**src/rtl/imem_loader.sv**
```systemverilog
// Byte-stream loader for instruction memory. Packs incoming bytes big-endian into
// 32-bit words (first byte in the MSB lane) and issues one word write per word,
// starting at a word-aligned base address.
module imem_loader #(
    parameter int unsigned WIDTH = 8,
    parameter int unsigned PC    = 32,
    parameter int unsigned DEPTH = 1024
) (
    input  logic               i_clk,
    input  logic               i_rst_n,
    input  logic               i_start,
    input  logic [PC-1:0]      i_base_addr,
    input  logic [PC-1:0]      i_byte_count,
    input  logic               i_in_valid,
    input  logic [WIDTH-1:0]   i_in_data,
    output logic               o_in_ready,
    output logic               o_wr_en,
    output logic [PC-1:0]      o_wr_addr,
    output logic [4*WIDTH-1:0] o_wr_data,
    output logic               o_busy,
    output logic               o_done,
    output logic               o_error
);

    localparam int unsigned WordW = 4 * WIDTH;
    localparam int unsigned SumW  = PC + 1;

    typedef enum logic [1:0] {StIdle, StRecv, StWrite, StDone} state_e;

    state_e            r_state;
    logic [WordW-1:0]  r_buf;
    logic [1:0]        r_idx;
    logic [PC-1:0]     r_remaining;
    logic [PC-1:0]     r_addr;
    logic              r_wr_en;
    logic [PC-1:0]     r_wr_addr;
    logic [WordW-1:0]  r_wr_data;
    logic              r_error;

    state_e            w_state_d;
    logic [WordW-1:0]  w_buf_d;
    logic [1:0]        w_idx_d;
    logic [PC-1:0]     w_remaining_d;
    logic [PC-1:0]     w_addr_d;
    logic              w_wr_en_d;
    logic [PC-1:0]     w_wr_addr_d;
    logic [WordW-1:0]  w_wr_data_d;
    logic              w_error_d;

    logic [SumW-1:0]   w_end_addr;
    logic              w_params_bad;

    // Extra bit on the end address so base+count can never wrap past DEPTH.
    assign w_end_addr   = {1'b0, i_base_addr} + {1'b0, i_byte_count};
    assign w_params_bad = (i_base_addr[1:0] != 2'b00) || (w_end_addr > SumW'(DEPTH));

    // Next-state and datapath decode for the load sequence.
    always_comb begin
        w_state_d     = r_state;
        w_buf_d       = r_buf;
        w_idx_d       = r_idx;
        w_remaining_d = r_remaining;
        w_addr_d      = r_addr;
        w_wr_en_d     = 1'b0;
        w_wr_addr_d   = r_wr_addr;
        w_wr_data_d   = r_wr_data;
        w_error_d     = r_error;

        unique case (r_state)
            StIdle: begin
                if (i_start) begin
                    if (w_params_bad) begin
                        w_error_d = 1'b1;
                    end else if (i_byte_count == '0) begin
                        w_error_d = 1'b0;
                        w_state_d = StDone;
                    end else begin
                        w_error_d     = 1'b0;
                        w_addr_d      = i_base_addr;
                        w_remaining_d = i_byte_count;
                        w_buf_d       = '0;
                        w_idx_d       = 2'd0;
                        w_state_d     = StRecv;
                    end
                end
            end
            StRecv: begin
                if (i_in_valid) begin
                    unique case (r_idx)
                        2'd0: w_buf_d[WordW-1 -: WIDTH]     = i_in_data;
                        2'd1: w_buf_d[3*WIDTH-1 -: WIDTH]   = i_in_data;
                        2'd2: w_buf_d[2*WIDTH-1 -: WIDTH]   = i_in_data;
                        2'd3: w_buf_d[WIDTH-1 -: WIDTH]     = i_in_data;
                        default: w_buf_d = r_buf;
                    endcase
                    w_idx_d       = r_idx + 2'd1;
                    w_remaining_d = r_remaining - PC'(1);
                    // Load the write port now so the strobe is registered yet lands
                    // in the WRITE cycle itself.
                    if ((r_idx == 2'd3) || (r_remaining == PC'(1))) begin
                        w_state_d   = StWrite;
                        w_wr_en_d   = 1'b1;
                        w_wr_addr_d = r_addr;
                        w_wr_data_d = w_buf_d;
                    end
                end
            end
            StWrite: begin
                w_addr_d  = r_addr + PC'(4);
                w_buf_d   = '0;
                w_idx_d   = 2'd0;
                w_state_d = (r_remaining == '0) ? StDone : StRecv;
            end
            StDone: begin
                w_state_d = StIdle;
            end
            default: begin
                w_state_d = StIdle;
            end
        endcase
    end

    // State and datapath registers with synchronous active-low reset.
    always_ff @(posedge i_clk) begin
        if (!i_rst_n) begin
            r_state     <= StIdle;
            r_buf       <= '0;
            r_idx       <= 2'd0;
            r_remaining <= '0;
            r_addr      <= '0;
            r_wr_en     <= 1'b0;
            r_wr_addr   <= '0;
            r_wr_data   <= '0;
            r_error     <= 1'b0;
        end else begin
            r_state     <= w_state_d;
            r_buf       <= w_buf_d;
            r_idx       <= w_idx_d;
            r_remaining <= w_remaining_d;
            r_addr      <= w_addr_d;
            r_wr_en     <= w_wr_en_d;
            r_wr_addr   <= w_wr_addr_d;
            r_wr_data   <= w_wr_data_d;
            r_error     <= w_error_d;
        end
    end

    // Status outputs decoded straight from the state register.
    always_comb begin
        o_in_ready = (r_state == StRecv);
        o_busy     = (r_state == StRecv) || (r_state == StWrite);
        o_done     = (r_state == StDone);
        o_wr_en    = r_wr_en;
        o_wr_addr  = r_wr_addr;
        o_wr_data  = r_wr_data;
        o_error    = r_error;
    end

endmodule

```
**config.mk**
```make
export PLATFORM = sky130hd
export DESIGN_NAME = imem_loader
export DESIGN_NICKNAME = d
export VERILOG_FILES = /design/src/rtl/imem_loader.sv
export SDC_FILE = /design/constraint.sdc
export NUM_CORES = 1
export LEC_CHECK = 0
export ABC_AREA = 1
export CAP_MARGIN = 10
export CELL_PAD_IN_SITES_DETAIL_PLACEMENT = 0
export CELL_PAD_IN_SITES_GLOBAL_PLACEMENT = 2
export CORE_MARGIN = 3
export CORE_UTILIZATION = 29
export CTS_CLUSTER_SIZE = 25
export DETAILED_ROUTE_END_ITERATION = 8
export HOLD_SLACK_MARGIN = 0.02
export PLACE_DENSITY_LB_ADDON = 0.08
export SLEW_MARGIN = 5
export SYNTH_ARGS = -nofsm -noshare
export SYNTH_HDL_FRONTEND = slang
export SYNTH_SLANG_ARGS = --single-unit
```
**constraint.sdc**
```tcl
create_clock -name i_clk -period 3.7 [get_ports i_clk]
set_clock_uncertainty 0.2 [all_clocks]
set_input_delay 0.555 -clock i_clk [delete_from_list [all_inputs] [get_ports i_clk]]
set_output_delay 0.555 -clock i_clk [all_outputs]
set_load 0.02 [all_outputs]
```
==> reports/metrics.cfg, run 1 <==
[global_route]
grt_start_max_net_pins = 102
antenna_found_initial = 0
grt_first_pass_wirelength_microns = 66700
grt_pass1_vias = 11800
grtUsageTotal = 0.205
grt-ovfl-total = 0

[worst_setup_path]
crit_arrival_ns = 3.68
crit_path_end_kind = register
cp_max_fo = 16
critical_path_class = input pin to register
cp_data_required_time_ns = 3.88
reg2reg_slack_ns = 0.83
start_kind = input pin

[logic_synthesis]
synth_area_leaders = dfxtp_1 29%, nand2_1 19%, nor2_1 11%
avgSynthCellArea_sq_um = 5.88
post-synth-top-area-fraction = 0.291
synth_seq_cells = 166
synthesis.nets = 2064
synth_edf_count = 0
yosysMostFrequentCell = nand2_1
ys_async_sr_fraction = 0
synth_top_area_cell = dfxtp_1
seq_area_frac_synth = 0.291
yosysUniqueCellTypes = 42
ys_warn_count = 0
netlist_area_sq_um = 11400
synth_flop_cell = dfxtp_1
yosys-top-cells-count = 593 x nand2_1, 349 x nor2_1, 249 x inv_1
synthCells = 1943

[floorplan]
die_h_microns = 204
core-area_sq_um = 38700
die_w_microns = 204
initial_core_util = 0.295
num_io_pins = 145
rows = 72
fp.dieArea_sq_um = 41800

[clock_tree]
cts_tree = built
cts_buffer_depth = 2
clkTransAtPathRegs_ns = 0.07
cts_max_level = 4
numCtsBuffers = 17
cts_num_sinks = 166
clockRootBuffer = clkbuf_16
insertion_delay_ns = 0.45

[sta]
fmax_mhz = 286
hold_viol = 0
setup_slack_ns = 0.200
max_slew_margin = 0.419
setup_viol = 0
fin_crit_sh = 0.946
period_minus_slack_ns = 3.50
tightest_slew_ns = 0.871
report.final.slew_viol_count = 0

[cells_and_area]
multiInputGateArea_sq_um = 7120
fin_cells = 2728
fill_cells = 4329
register_area_sq_um = 3320
n_antenna_cell = 0
drive_gt1_frac = 0.128
areaGrowthSynthToFinish_pct = 36.6
nNetsFinal = 2318

[drt]
drtIter0Drc = 758
wl_microns = 42900
drtAntennaViolNets = 0
wl_per_cell_microns = 15.7
avgViaCountPerCell = 4.55
dr.pass1.iters = 5
drc = 0
vias = 12400

[outcome]
status = finished clean

[power]
internal_power_mw = 5.43
combinationalPowerShare = 0.603
p_sw_mw = 5.24
vdd_ir_drop_max_uv = 472
seqPwrFrac = 0.220
p_leak_nw = 7.70
p_sw_frac = 0.491
power_density_nw_per_um2 = 684
clkPwrFrac = 0.177

[placed_design]
gp_congestion = 0.826
port_buffers = 144
post-place-ws_ns = -0.543
placed_cells = 2689
dp_hpwl_microns = 33100

[min_path]
hp-class = register to register

[flow_run]
drv_cap = 0

==> cell families (layout without fill, tap and decap cells) <==
logic type | Yosys count | count (layout) | synth area share
AO/OA/AOI/OAI | 227 | 227 | 0.108
XOR/XNOR | 36 | 36 | 0.0276
adder cells (fa/ha/maj) | 45 | 45 | 0.0500
buffers and inverters | 334 | 601 | 0.116
flip-flops | 166 | 166 | 0.291
multiplexers | 2 | 2 | 0.00175
AND/OR/NAND/NOR | 1133 | 1133 | 0.406
==> worst max-delay path: stages <==
cell,delay (ns)
clkdlybuf4s50_1,0.46
buf_4,0.18
fa_2,0.38
buf_4,0.16
xnor2_1,0.14
nand3_1,0.11
nor2_2,0.12
nand2_1,0.06
nor2_1,0.11
nand3_1,0.11
nand2_1,0.10
nand2_1,0.09
nor2_4,0.12
nand3_2,0.11
nand2_2,0.11
buf_12,0.12
nand3_4,0.17
clkbuf_16,0.28
nand2_1,0.06
nand2_1,0.04
nor2_1,0.09
==> layer usage <==
layer / track usage / routed length [microns] / up-vias
li1: - / - / 6593
met5: 0 / 0 / -
met4: 0.0435 / 623 / 0
met2: 0.316 / 18700 / 194
met3: 0.0271 / 1240 / 29
met1: 0.304 / 22300 / 5592
==> metrics by stage <==
step	hold slack (ns)	util	setup TNS [ns]	total power, mW	cell area (sq um)
6_report	0.240	0.403	0	10.7	15600
5_1_grt	0.256	0.403	-0.0253	11.9	15600
4_1_cts	0.243	0.389	0	10.6	15100
3_5_place_dp	0.234	0.373	-45.47	8.67	14500
3_3_place_gp	0.224	0.373	-43.70	8.62	14500
2_1_floorplan	0.216	-	0	6.78	11400
==> registers in the layout, summed over array words and instances (netlist names) <==
signal and flops:
o_error 1, o_wr_addr 32, o_wr_data 32, o_wr_en 1
r_addr 32, r_buf 32, r_idx 2, r_remaining 32
r_state 2
==> cells in the final DEF, fill, tap and decap left out, types with 8 or more instances in the layout <==
master	synthesis	final
dlymetal6s2s_1	0	27
ha_1	44	26
nor4_1	10	10
buf_4	1	160
a211oi_1	18	17
dfxtp_1	166	166
nor2_2	4	12
nor2_1	349	339
nand3_1	90	82
o21ai_0	112	112
clkbuf_16	0	21
inv_1	249	247
xor2_1	34	34
nand2_2	4	17
nor3_1	26	25
a21oi_1	75	69
ha_4	0	15
clkdlybuf4s50_1	0	116
nand3_2	1	8
nand4_1	38	38
nand3b_1	8	8
o31ai_1	8	8
nand2_1	593	579
==> power groups by stage <==
| stage | Combinational, mW | Clock (mW) | Sequential [mW] |
|---|---|---|---|
| after floorplan | 4.44 | 0 | 2.34 |
| after global placement | 6.23 | 0 | 2.39 |
| after detailed placement | 6.27 | 0 | 2.39 |
| after CTS | 6.32 | 1.94 | 2.35 |
| after global routing | 7.45 | 2.02 | 2.40 |
| final | 6.43 | 1.88 | 2.35 |
==> repair_timing <==
item,4_1_cts,5_1_grt
gates resized for setup,1,89
hold buffers,0,0
pin swaps,0,13
endpoints found under the setup margin,66,100
buffers inserted,0,3
gates cloned,0,4
==> final timing paths <==
check	end	from	cells after the start
hold / removal	r_addr[0]$_SDFFE_PN0P_	r_addr[0]$_SDFFE_PN0P_	2
hold reg to reg	r_addr[0]$_SDFFE_PN0P_	r_addr[0]$_SDFFE_PN0P_	2
setup reg to reg	r_addr[31]$_SDFFE_PN0P_	r_addr[2]$_SDFFE_PN0P_	16
setup / recovery	r_buf[29]$_SDFFE_PN0P_	i_byte_count[1]	21
==> cell type report <==
class,instances,area share
sequential,166,0.213
clock buffer,19,0.0278
multi-input combinational,1443,0.457
inverter,255,0.0614
timing repair buffer,314,0.189
tap,518,0.0416
clock inverter,13,0.0110
Note: power is estimated with default switching activity, not from simulation.
==> inputs of run 2 (changes only) <==
Settings changed: CTS_CLUSTER_DIAMETER from default to 80, GPL_ROUTABILITY_DRIVEN from default to 0.
==> results of run 2 <==
Final layout, timing and power as in run 1 (identical DEF).
